`src/rtl/targ_fb_sched_if.sv`:
```
// Feedback record type and the source/predictor bundle for the target-predictor
// feedback scheduler.
package core;
  typedef struct packed {
    logic        valid;
    logic [31:0] base_pc;
    logic [31:0] target;
    logic        taken;
  } targ_pred_fb_t;
endpackage

interface targ_fb_sched_if #(parameter int num_src = 4);
  core::targ_pred_fb_t [num_src-1:0] src_fb;
  logic [num_src-1:0]                src_ready;
  core::targ_pred_fb_t               pred_fb;
  logic                              pred_en;
  logic                              pred_rst;

  modport master (output src_fb, input src_ready, pred_fb, pred_en, pred_rst);
  modport slave  (input src_fb, output src_ready, pred_fb, pred_en, pred_rst);
endinterface

```
`src/rtl/targ_fb_sched.sv`:
```
// Round-robin feedback arbiter, FIFO and predictor clear sequencer. Flush or reset
// empties the FIFO and holds pred_rst for rst_hold cycles before training resumes.
module targ_fb_sched #(
  parameter int num_src    = 4,
  parameter int fifo_depth = 8,
  parameter int rst_hold   = 2
) (
  input  logic                              clk,
  input  logic                              rst_n,
  input  logic                              flush,
  input  logic                              stall,
  targ_fb_sched_if.slave                    bus,
  output logic [$clog2(fifo_depth+1)-1:0]   occupancy,
  output logic                              busy
);
  localparam int SW = $clog2(num_src);
  localparam int AW = $clog2(fifo_depth);
  localparam int OW = $clog2(fifo_depth+1);
  localparam int HW = $clog2(rst_hold+1);

  typedef enum logic {CLEAR, RUN} state_e;

  state_e              state_q, state_d;
  logic [HW-1:0]       hold_q, hold_d;
  logic [SW-1:0]       rr_q, rr_d;
  logic [AW-1:0]       wp_q, wp_d, rp_q, rp_d;
  logic [OW-1:0]       occ_q, occ_d;
  core::targ_pred_fb_t mem_q [fifo_depth];

  logic          run, full, empty, push, pop, found;
  logic [SW-1:0] sel;
  logic [SW:0]   cand;

  assign run   = (state_q == RUN);
  assign full  = (occ_q == OW'(fifo_depth));
  assign empty = (occ_q == '0);
  assign push  = run && found && !full && !flush;
  assign pop   = run && !empty && !flush && !stall;

  // First valid source at or after rr_q, wrapping modulo num_src.
  always_comb begin
    sel   = rr_q;
    found = 1'b0;
    cand  = '0;
    for (int k = 0; k < num_src; k++) begin
      cand = {1'b0, rr_q} + (SW+1)'(k);
      if (cand >= (SW+1)'(num_src)) cand = cand - (SW+1)'(num_src);
      if (!found && bus.src_fb[cand[SW-1:0]].valid) begin
        found = 1'b1;
        sel   = cand[SW-1:0];
      end
    end
  end

  always_comb begin
    bus.src_ready = '0;
    if (push) bus.src_ready[sel] = 1'b1;
  end

  always_comb begin
    bus.pred_fb = '0;
    if (run && !empty && !flush) begin
      bus.pred_fb       = mem_q[rp_q];
      bus.pred_fb.valid = 1'b1;
    end
  end

  assign bus.pred_en  = run && !stall;
  assign bus.pred_rst = !run;
  assign occupancy    = occ_q;
  assign busy         = !run || (occ_q != '0);

  always_comb begin
    state_d = state_q;
    hold_d  = hold_q;
    rr_d    = rr_q;
    wp_d    = wp_q;
    rp_d    = rp_q;
    occ_d   = occ_q;
    case (state_q)
      CLEAR: begin
        wp_d  = '0;
        rp_d  = '0;
        occ_d = '0;
        // A flush during the clear window restarts the full hold period.
        if (flush)              hold_d  = HW'(rst_hold-1);
        else if (hold_q == '0)  state_d = RUN;
        else                    hold_d  = hold_q - HW'(1);
      end
      RUN: begin
        if (flush) begin
          state_d = CLEAR;
          hold_d  = HW'(rst_hold-1);
          wp_d    = '0;
          rp_d    = '0;
          occ_d   = '0;
        end else begin
          if (push) begin
            wp_d = wp_q + AW'(1);
            rr_d = (sel == SW'(num_src-1)) ? '0 : sel + SW'(1);
          end
          if (pop) rp_d = rp_q + AW'(1);
          occ_d = occ_q + OW'(push) - OW'(pop);
        end
      end
      default: state_d = CLEAR;
    endcase
  end

  always_ff @(posedge clk) begin
    if (!rst_n) begin
      state_q <= CLEAR;
      hold_q  <= HW'(rst_hold-1);
      rr_q    <= '0;
      wp_q    <= '0;
      rp_q    <= '0;
      occ_q   <= '0;
    end else begin
      state_q <= state_d;
      hold_q  <= hold_d;
      rr_q    <= rr_d;
      wp_q    <= wp_d;
      rp_q    <= rp_d;
      occ_q   <= occ_d;
    end
  end

  // Storage needs no reset; pointers and count define what is live.
  always_ff @(posedge clk) begin
    if (push) mem_q[wp_q] <= bus.src_fb[sel];
  end
endmodule

```
`src/flat_wrapper.sv`:
```
// flat-port wrapper written by rule: the top's interface ports become plain ports
module targ_fb_sched_flat 
#(
  parameter int num_src    = 4,
  parameter int fifo_depth = 8,
  parameter int rst_hold   = 2
)
  (clk, rst_n, flush, stall, occupancy, busy, bus_src_fb, bus_src_ready, bus_pred_fb, bus_pred_en, bus_pred_rst);
  targ_fb_sched_if #(.num_src(num_src)) bus_i ();
  input  logic clk;
  input  logic rst_n;
  input  logic flush;
  input  logic stall;
  output logic [$clog2(fifo_depth+1)-1:0] occupancy;
  output logic busy;
  input wire logic [$bits(bus_i.src_fb)-1:0] bus_src_fb;
  output wire logic [$bits(bus_i.src_ready)-1:0] bus_src_ready;
  output wire logic [$bits(bus_i.pred_fb)-1:0] bus_pred_fb;
  output wire logic [$bits(bus_i.pred_en)-1:0] bus_pred_en;
  output wire logic [$bits(bus_i.pred_rst)-1:0] bus_pred_rst;
  assign bus_i.src_fb = bus_src_fb;
  assign bus_src_ready = bus_i.src_ready;
  assign bus_pred_fb = bus_i.pred_fb;
  assign bus_pred_en = bus_i.pred_en;
  assign bus_pred_rst = bus_i.pred_rst;
  targ_fb_sched #(.num_src(num_src), .fifo_depth(fifo_depth), .rst_hold(rst_hold)) u_core (.clk(clk), .rst_n(rst_n), .flush(flush), .stall(stall), .bus(bus_i), .occupancy(occupancy), .busy(busy));
endmodule
```
`config.mk`:
```
export PLATFORM = sky130hd
export DESIGN_NAME = targ_fb_sched_flat
export DESIGN_NICKNAME = d
export VERILOG_FILES = /design/src/rtl/targ_fb_sched_if.sv /design/src/rtl/targ_fb_sched.sv /design/src/flat_wrapper.sv
export SDC_FILE = /design/constraint.sdc
export NUM_CORES = 1
export LEC_CHECK = 0
export ABC_AREA = 0
export BUFFER_PORTS_ARGS = -buffer_cell sky130_fd_sc_hd__buf_2
export CAP_MARGIN = 15
export CELL_PAD_IN_SITES_DETAIL_PLACEMENT = 1
export CELL_PAD_IN_SITES_GLOBAL_PLACEMENT = 1
export CORE_MARGIN = 3
export CORE_UTILIZATION = 38
export DETAILED_ROUTE_END_ITERATION = 12
export PLACE_DENSITY_LB_ADDON = 0.12
export SYNTH_ARGS = -nofsm -noshare
export SYNTH_HDL_FRONTEND = slang
export SYNTH_SLANG_ARGS = --single-unit
```
`constraint.sdc`:
```
create_clock -name clk -period 18 [get_ports clk]
set_input_delay 2.7 -clock clk [delete_from_list [all_inputs] [get_ports clk]]
set_output_delay 2.7 -clock clk [all_outputs]
set_load 0.1 [all_outputs]
```
==> impl_metrics.prom <==
# TYPE chip_impl_metric gauge
chip_impl_metric{name="dpl-instance-area",unit="um2"} 25030
chip_impl_info{name="end_of_the_worst_register_to_register_path",value="u_core.mem_q[3][46]$_DFFE_PP_"} 1
chip_impl_info{name="post-synth-top-area-cell",value="sky130_fd_sc_hd__edfxtp_1"} 1
chip_impl_metric{name="synthesis.area",unit="um2"} 22540
chip_impl_metric{name="initial_utilization",unit=""} 0.3877
chip_impl_metric{name="crit_required",unit="ns"} 15.30
chip_impl_metric{name="period_needed",unit="ns"} 8.299
chip_impl_metric{name="share_of_the_synthesized_area_in_the_top_cell_type",unit=""} 0.6927
chip_impl_metric{name="h-tree-depth",unit=""} 2
chip_impl_info{name="synth_top_cells_by_area",value="sky130_fd_sc_hd__edfxtp_1 (69%), sky130_fd_sc_hd__mux4_2 (13%), sky130_fd_sc_hd__nand2_1 (3.4%), sky130_fd_sc_hd__mux2i_1 (3.0%), sky130_fd_sc_hd__a32oi_1 (2.5%)"} 1
chip_impl_info{name="worst-setup-path-type",value="input pin to output pin"} 1
chip_impl_metric{name="leakagePower",unit="nW"} 8.998
chip_impl_metric{name="via_cell_ratio",unit=""} 5.264
chip_impl_metric{name="chipWidth",unit="um"} 249.6
chip_impl_metric{name="drt-wirelength-per-cell",unit="um"} 23.21
chip_impl_metric{name="arrival",unit="ns"} 5.60
chip_impl_metric{name="grt_start_max_net_pins",unit=""} 93
chip_impl_metric{name="worst-slew-pin-transition",unit="ns"} 1.084
chip_impl_metric{name="yosysSeqAreaShare",unit=""} 0.7087
chip_impl_info{name="rsz_0062_raised_after_global_routing",value="no"} 1
chip_impl_metric{name="net-switching-power",unit="mW"} 0.5659
chip_impl_metric{name="max_cap_viol_count",unit=""} 0
chip_impl_metric{name="cellPowerDensity",unit="nW/um2"} 99.38
chip_impl_metric{name="drtPass1Iterations",unit=""} 4
chip_impl_metric{name="total_i_o_pin_count",unit=""} 345
chip_impl_info{name="crit_path_end_kind",value="output pin"} 1
chip_impl_metric{name="cts.hold.buffers_added",unit=""} 0
chip_impl_metric{name="grt_total_ovfl",unit=""} 0
chip_impl_metric{name="skew",unit="ns"} 0.01140
chip_impl_metric{name="ys_warn_count",unit=""} 0
chip_impl_metric{name="timing.hold.worst_path_depth",unit=""} 2
chip_impl_metric{name="totalNegativeSetupSlack",unit="ns"} 0
chip_impl_metric{name="r2r_slack",unit="ns"} 14.29
chip_impl_info{name="clock_tree_from_tritoncts",value="done"} 1
chip_impl_metric{name="design.die.area",unit="um2"} 62280
chip_impl_metric{name="detail_route.drc_violations",unit=""} 0
chip_impl_metric{name="setup_viol_count_final",unit=""} 0
chip_impl_metric{name="fp.dieH",unit="um"} 249.6
chip_impl_metric{name="seq_power_share",unit=""} 0.530
chip_impl_metric{name="total_of_cells_resized_after_clock_tree_synthesis",unit=""} 0
chip_impl_info{name="end_point_of_the_worst_hold_path",value="u_core.hold_q[0]$_SDFFE_PN1N_"} 1
chip_impl_info{name="source_of_the_worst_register_to_register_timing_path",value="u_core.rr_q[1]$_SDFFE_PN0P_"} 1
chip_impl_metric{name="synth_mux_area_frac",unit=""} 0.1596
chip_impl_metric{name="syn_inst",unit=""} 1312
chip_impl_metric{name="power.share.combinational",unit=""} 0.053
chip_impl_metric{name="wl",unit="mm"} 57.23
chip_impl_info{name="status",value="completed"} 1
chip_impl_metric{name="intPower",unit="mW"} 2.098
chip_impl_metric{name="p_total",unit="mW"} 2.664
chip_impl_info{name="synth_top_family_by_area",value="multiplexers"} 1
chip_impl_metric{name="multiInputGateArea",unit="um2"} 6118
chip_impl_info{name="worstHoldStart",value="u_core.hold_q[0]$_SDFFE_PN1N_"} 1
chip_impl_metric{name="area_of_the_core_region",unit="um2"} 58140
chip_impl_metric{name="yosys.area_share.adder",unit=""} 0.008104
chip_impl_metric{name="vias_in_the_first_global_route",unit=""} 14140
chip_impl_info{name="setup.worst_path.start_class",value="input pin"} 1
chip_impl_metric{name="clk_pin_slew",unit="ns"} 0.06
chip_impl_metric{name="cts_setup_buffers",unit=""} 0
chip_impl_metric{name="n_fill_cell",unit=""} 5727
chip_impl_info{name="timing.hold.worst.class",value="flop to flop"} 1
chip_impl_metric{name="crit_path_max_fanout",unit=""} 77
chip_impl_metric{name="share_of_the_synthesized_area_in_compound_gates_ao_oa_aoi_oai",unit=""} 0.04435
chip_impl_metric{name="worst_ir_drop_vdd",unit="mV"} 0.06737
chip_impl_metric{name="dr.first_iter.drc_count",unit=""} 733
chip_impl_metric{name="layout-drive-gt1-share",unit=""} 0.3516
chip_impl_metric{name="vias",unit=""} 12980
chip_impl_metric{name="synth_xor_area_frac",unit=""} 0.002720
chip_impl_metric{name="worst_slew_margin_rel",unit=""} 0.2776
chip_impl_metric{name="nNetsFinal",unit=""} 1933
chip_impl_metric{name="clk_latency",unit="ns"} 0.60
chip_impl_metric{name="clock_power_share",unit=""} 0.417
chip_impl_metric{name="postLayoutCellArea",unit="um2"} 26810
chip_impl_metric{name="flow.area_growth_from_synthesis",unit="%"} 18.94
chip_impl_metric{name="grt_util_all_layers",unit=""} 0.1828
chip_impl_metric{name="grt_antenna_before_repair",unit=""} 3
chip_impl_info{name="clock-root-buffer",value="sky130_fd_sc_hd__clkbuf_16"} 1
chip_impl_metric{name="place.detailed.hpwl",unit="mm"} 33.65
chip_impl_metric{name="clock_sinks",unit=""} 538
chip_impl_metric{name="finish.utilization",unit=""} 0.4612
chip_impl_metric{name="cts_inserted_buffers",unit=""} 57
chip_impl_metric{name="report.final.slew_viol_count",unit=""} 0
chip_impl_metric{name="switching_share",unit=""} 0.2124
chip_impl_metric{name="number_of_antenna_violating_nets_in_the_routed_design",unit=""} 0
chip_impl_metric{name="port-buffer-count",unit=""} 344
chip_impl_metric{name="yosys.area_share.simple",unit=""} 0.05440
chip_impl_metric{name="max_clock_freq",unit="MHz"} 120.5
chip_impl_metric{name="avgSynthCellArea",unit="um2"} 17.18
chip_impl_metric{name="ys_ff_latch",unit=""} 538
chip_impl_metric{name="grt_pass1_wl",unit="mm"} 87.15
chip_impl_metric{name="post-route-period-util",unit=""} 0.4611
chip_impl_metric{name="yosysUniqueCellTypes",unit=""} 40
chip_impl_metric{name="syn-num-nets",unit=""} 1594
chip_impl_metric{name="final_count_of_hold_timing_violations",unit=""} 0
chip_impl_metric{name="rows",unit=""} 88
chip_impl_metric{name="clock_path_buffers",unit=""} 3
chip_impl_metric{name="regArea",unit="um2"} 15990
chip_impl_metric{name="gp_congestion",unit=""} 0.7471
chip_impl_metric{name="reg2regPathDepth",unit=""} 7
[power groups by stage]
stage          Clock (mW)  Combinational [mW]  Sequential (mW)
6_report             1.11               0.141             1.41
5_1_grt              1.20               0.160             1.41
4_1_cts              1.14               0.145             1.41
3_5_place_dp            0               0.145             1.44
3_3_place_gp            0               0.138             1.44
2_1_floorplan           0              0.0799             1.44
[metal layers]
metal,track usage,vias to the layer above,part of all wire
met5,0,-,0
met4,0.03929,0,0.017
met3,0.02939,74,0.033
met2,0.3134,221,0.50
met1,0.2473,6810,0.45
li1,-,5876,-
[worst max path at each step]
stage | startpoint | to | slack, ns | depth (start not counted)
2_1_floorplan | bus_src_fb[65] | u_core.mem_q[4][0]$_DFFE_PP_ | 7.38 | 4
3_3_place_gp | bus_src_fb[65] | bus_src_ready[0] | 9.77 | 9
3_5_place_dp | bus_src_fb[65] | bus_src_ready[0] | 9.74 | 9
4_1_cts | bus_src_fb[65] | bus_src_ready[0] | 9.73 | 9
5_1_grt | bus_src_fb[65] | bus_src_ready[0] | 9.56 | 9
6_report | bus_src_fb[65] | bus_src_ready[0] | 9.70 | 9
[placed cells by master, fill, tap and decap left out, types with 2 or more instances in the layout]
master / instances
sky130_fd_sc_hd__a21oi_1: 69
sky130_fd_sc_hd__a32oi_1: 65
sky130_fd_sc_hd__and3_1: 5
sky130_fd_sc_hd__buf_2: 344
sky130_fd_sc_hd__buf_4: 24
sky130_fd_sc_hd__bufinv_16: 2
sky130_fd_sc_hd__clkbuf_1: 14
sky130_fd_sc_hd__clkbuf_16: 59
sky130_fd_sc_hd__clkbuf_8: 4
sky130_fd_sc_hd__clkinv_1: 11
sky130_fd_sc_hd__clkinv_2: 13
sky130_fd_sc_hd__clkinvlp_4: 2
sky130_fd_sc_hd__dfxtp_1: 15
sky130_fd_sc_hd__dfxtp_4: 3
sky130_fd_sc_hd__diode_2: 3
sky130_fd_sc_hd__edfxtp_1: 520
sky130_fd_sc_hd__ha_1: 13
sky130_fd_sc_hd__inv_1: 14
sky130_fd_sc_hd__inv_4: 2
sky130_fd_sc_hd__mux2i_1: 67
sky130_fd_sc_hd__mux4_2: 130
sky130_fd_sc_hd__nand2_1: 204
sky130_fd_sc_hd__nand2b_1: 2
sky130_fd_sc_hd__nor2_1: 80
sky130_fd_sc_hd__nor2b_1: 3
sky130_fd_sc_hd__nor3_2: 2
sky130_fd_sc_hd__nor3b_2: 2
sky130_fd_sc_hd__nor4b_2: 2
sky130_fd_sc_hd__xnor2_1: 4
sky130_fd_sc_hd__xor2_1: 3
[area by class of cell]
type | instances | share of cell area
Sequential cell | 538 | 0.5963
Multi-Input combinational cell | 670 | 0.2282
Timing Repair Buffer | 368 | 0.07094
Clock buffer | 77 | 0.05908
Tap cell | 765 | 0.03570
Clock inverter | 29 | 0.007094
Inverter | 16 | 0.002427
Antenna cell | 3 | 0.0002800
[synthesized netlist by cell type, drive strengths merged]
| cell type | instances |
|---|---|
| a2111oi | 1 |
| a211oi | 1 |
| a21o | 1 |
| a21oi | 69 |
| a32oi | 66 |
| and3 | 5 |
| and3b | 1 |
| buf | 55 |
| clkbuf | 33 |
| dfxtp | 18 |
| edfxtp | 520 |
| fa | 1 |
| ha | 13 |
| inv | 16 |
| mux2i | 67 |
| mux4 | 130 |
| nand2 | 204 |
| nand2b | 2 |
| nand3 | 1 |
| nor2 | 81 |
| nor2b | 3 |
| nor3 | 3 |
| nor3b | 3 |
| nor4 | 2 |
| nor4b | 2 |
| o211a | 1 |
| o21a | 1 |
| o21ai | 2 |
| o221a | 1 |
| or2 | 1 |
| or3 | 1 |
| xnor2 | 4 |
| xor2 | 3 |
[cells by family after synthesis]
kind of cell    Yosys count
xor+xnor                  7
flops                   538
compound gates          143
simple gates            309
fa+ha+maj                14
mux                     197
buf+inv                 104
[per-stage QoR]
stage,setup slack (ns),hold slack (ns),cells
floorplan,7.375,0.4688,1312
global placement,9.769,0.4848,2357
detailed placement,9.741,0.4988,2357
CTS,9.733,0.5097,2463
global route,9.561,0.5445,2466
finish,9.701,0.5131,2466
[critical path: stages]
cell,delay (ns)
sky130_fd_sc_hd__buf_2,0.13
sky130_fd_sc_hd__nor2b_1,0.18
sky130_fd_sc_hd__a21oi_1,0.06
sky130_fd_sc_hd__o221a_2,0.32
sky130_fd_sc_hd__inv_4,0.46
sky130_fd_sc_hd__buf_4,0.76
sky130_fd_sc_hd__ha_1,0.27
sky130_fd_sc_hd__and3_1,0.16
sky130_fd_sc_hd__buf_2,0.43
[registers in the layout, summed over array words and instances (netlist names), named ones only]
| register | flops |
|---|---|
| u_core.hold_q | 2 |
| u_core.occupancy | 4 |
| u_core.wp_q | 3 |
| u_core.run | 1 |
| u_core.rp_q | 3 |
| u_core.rr_q | 2 |
| u_core.mem_q | 520 |
(Power assumes the default switching activity.)
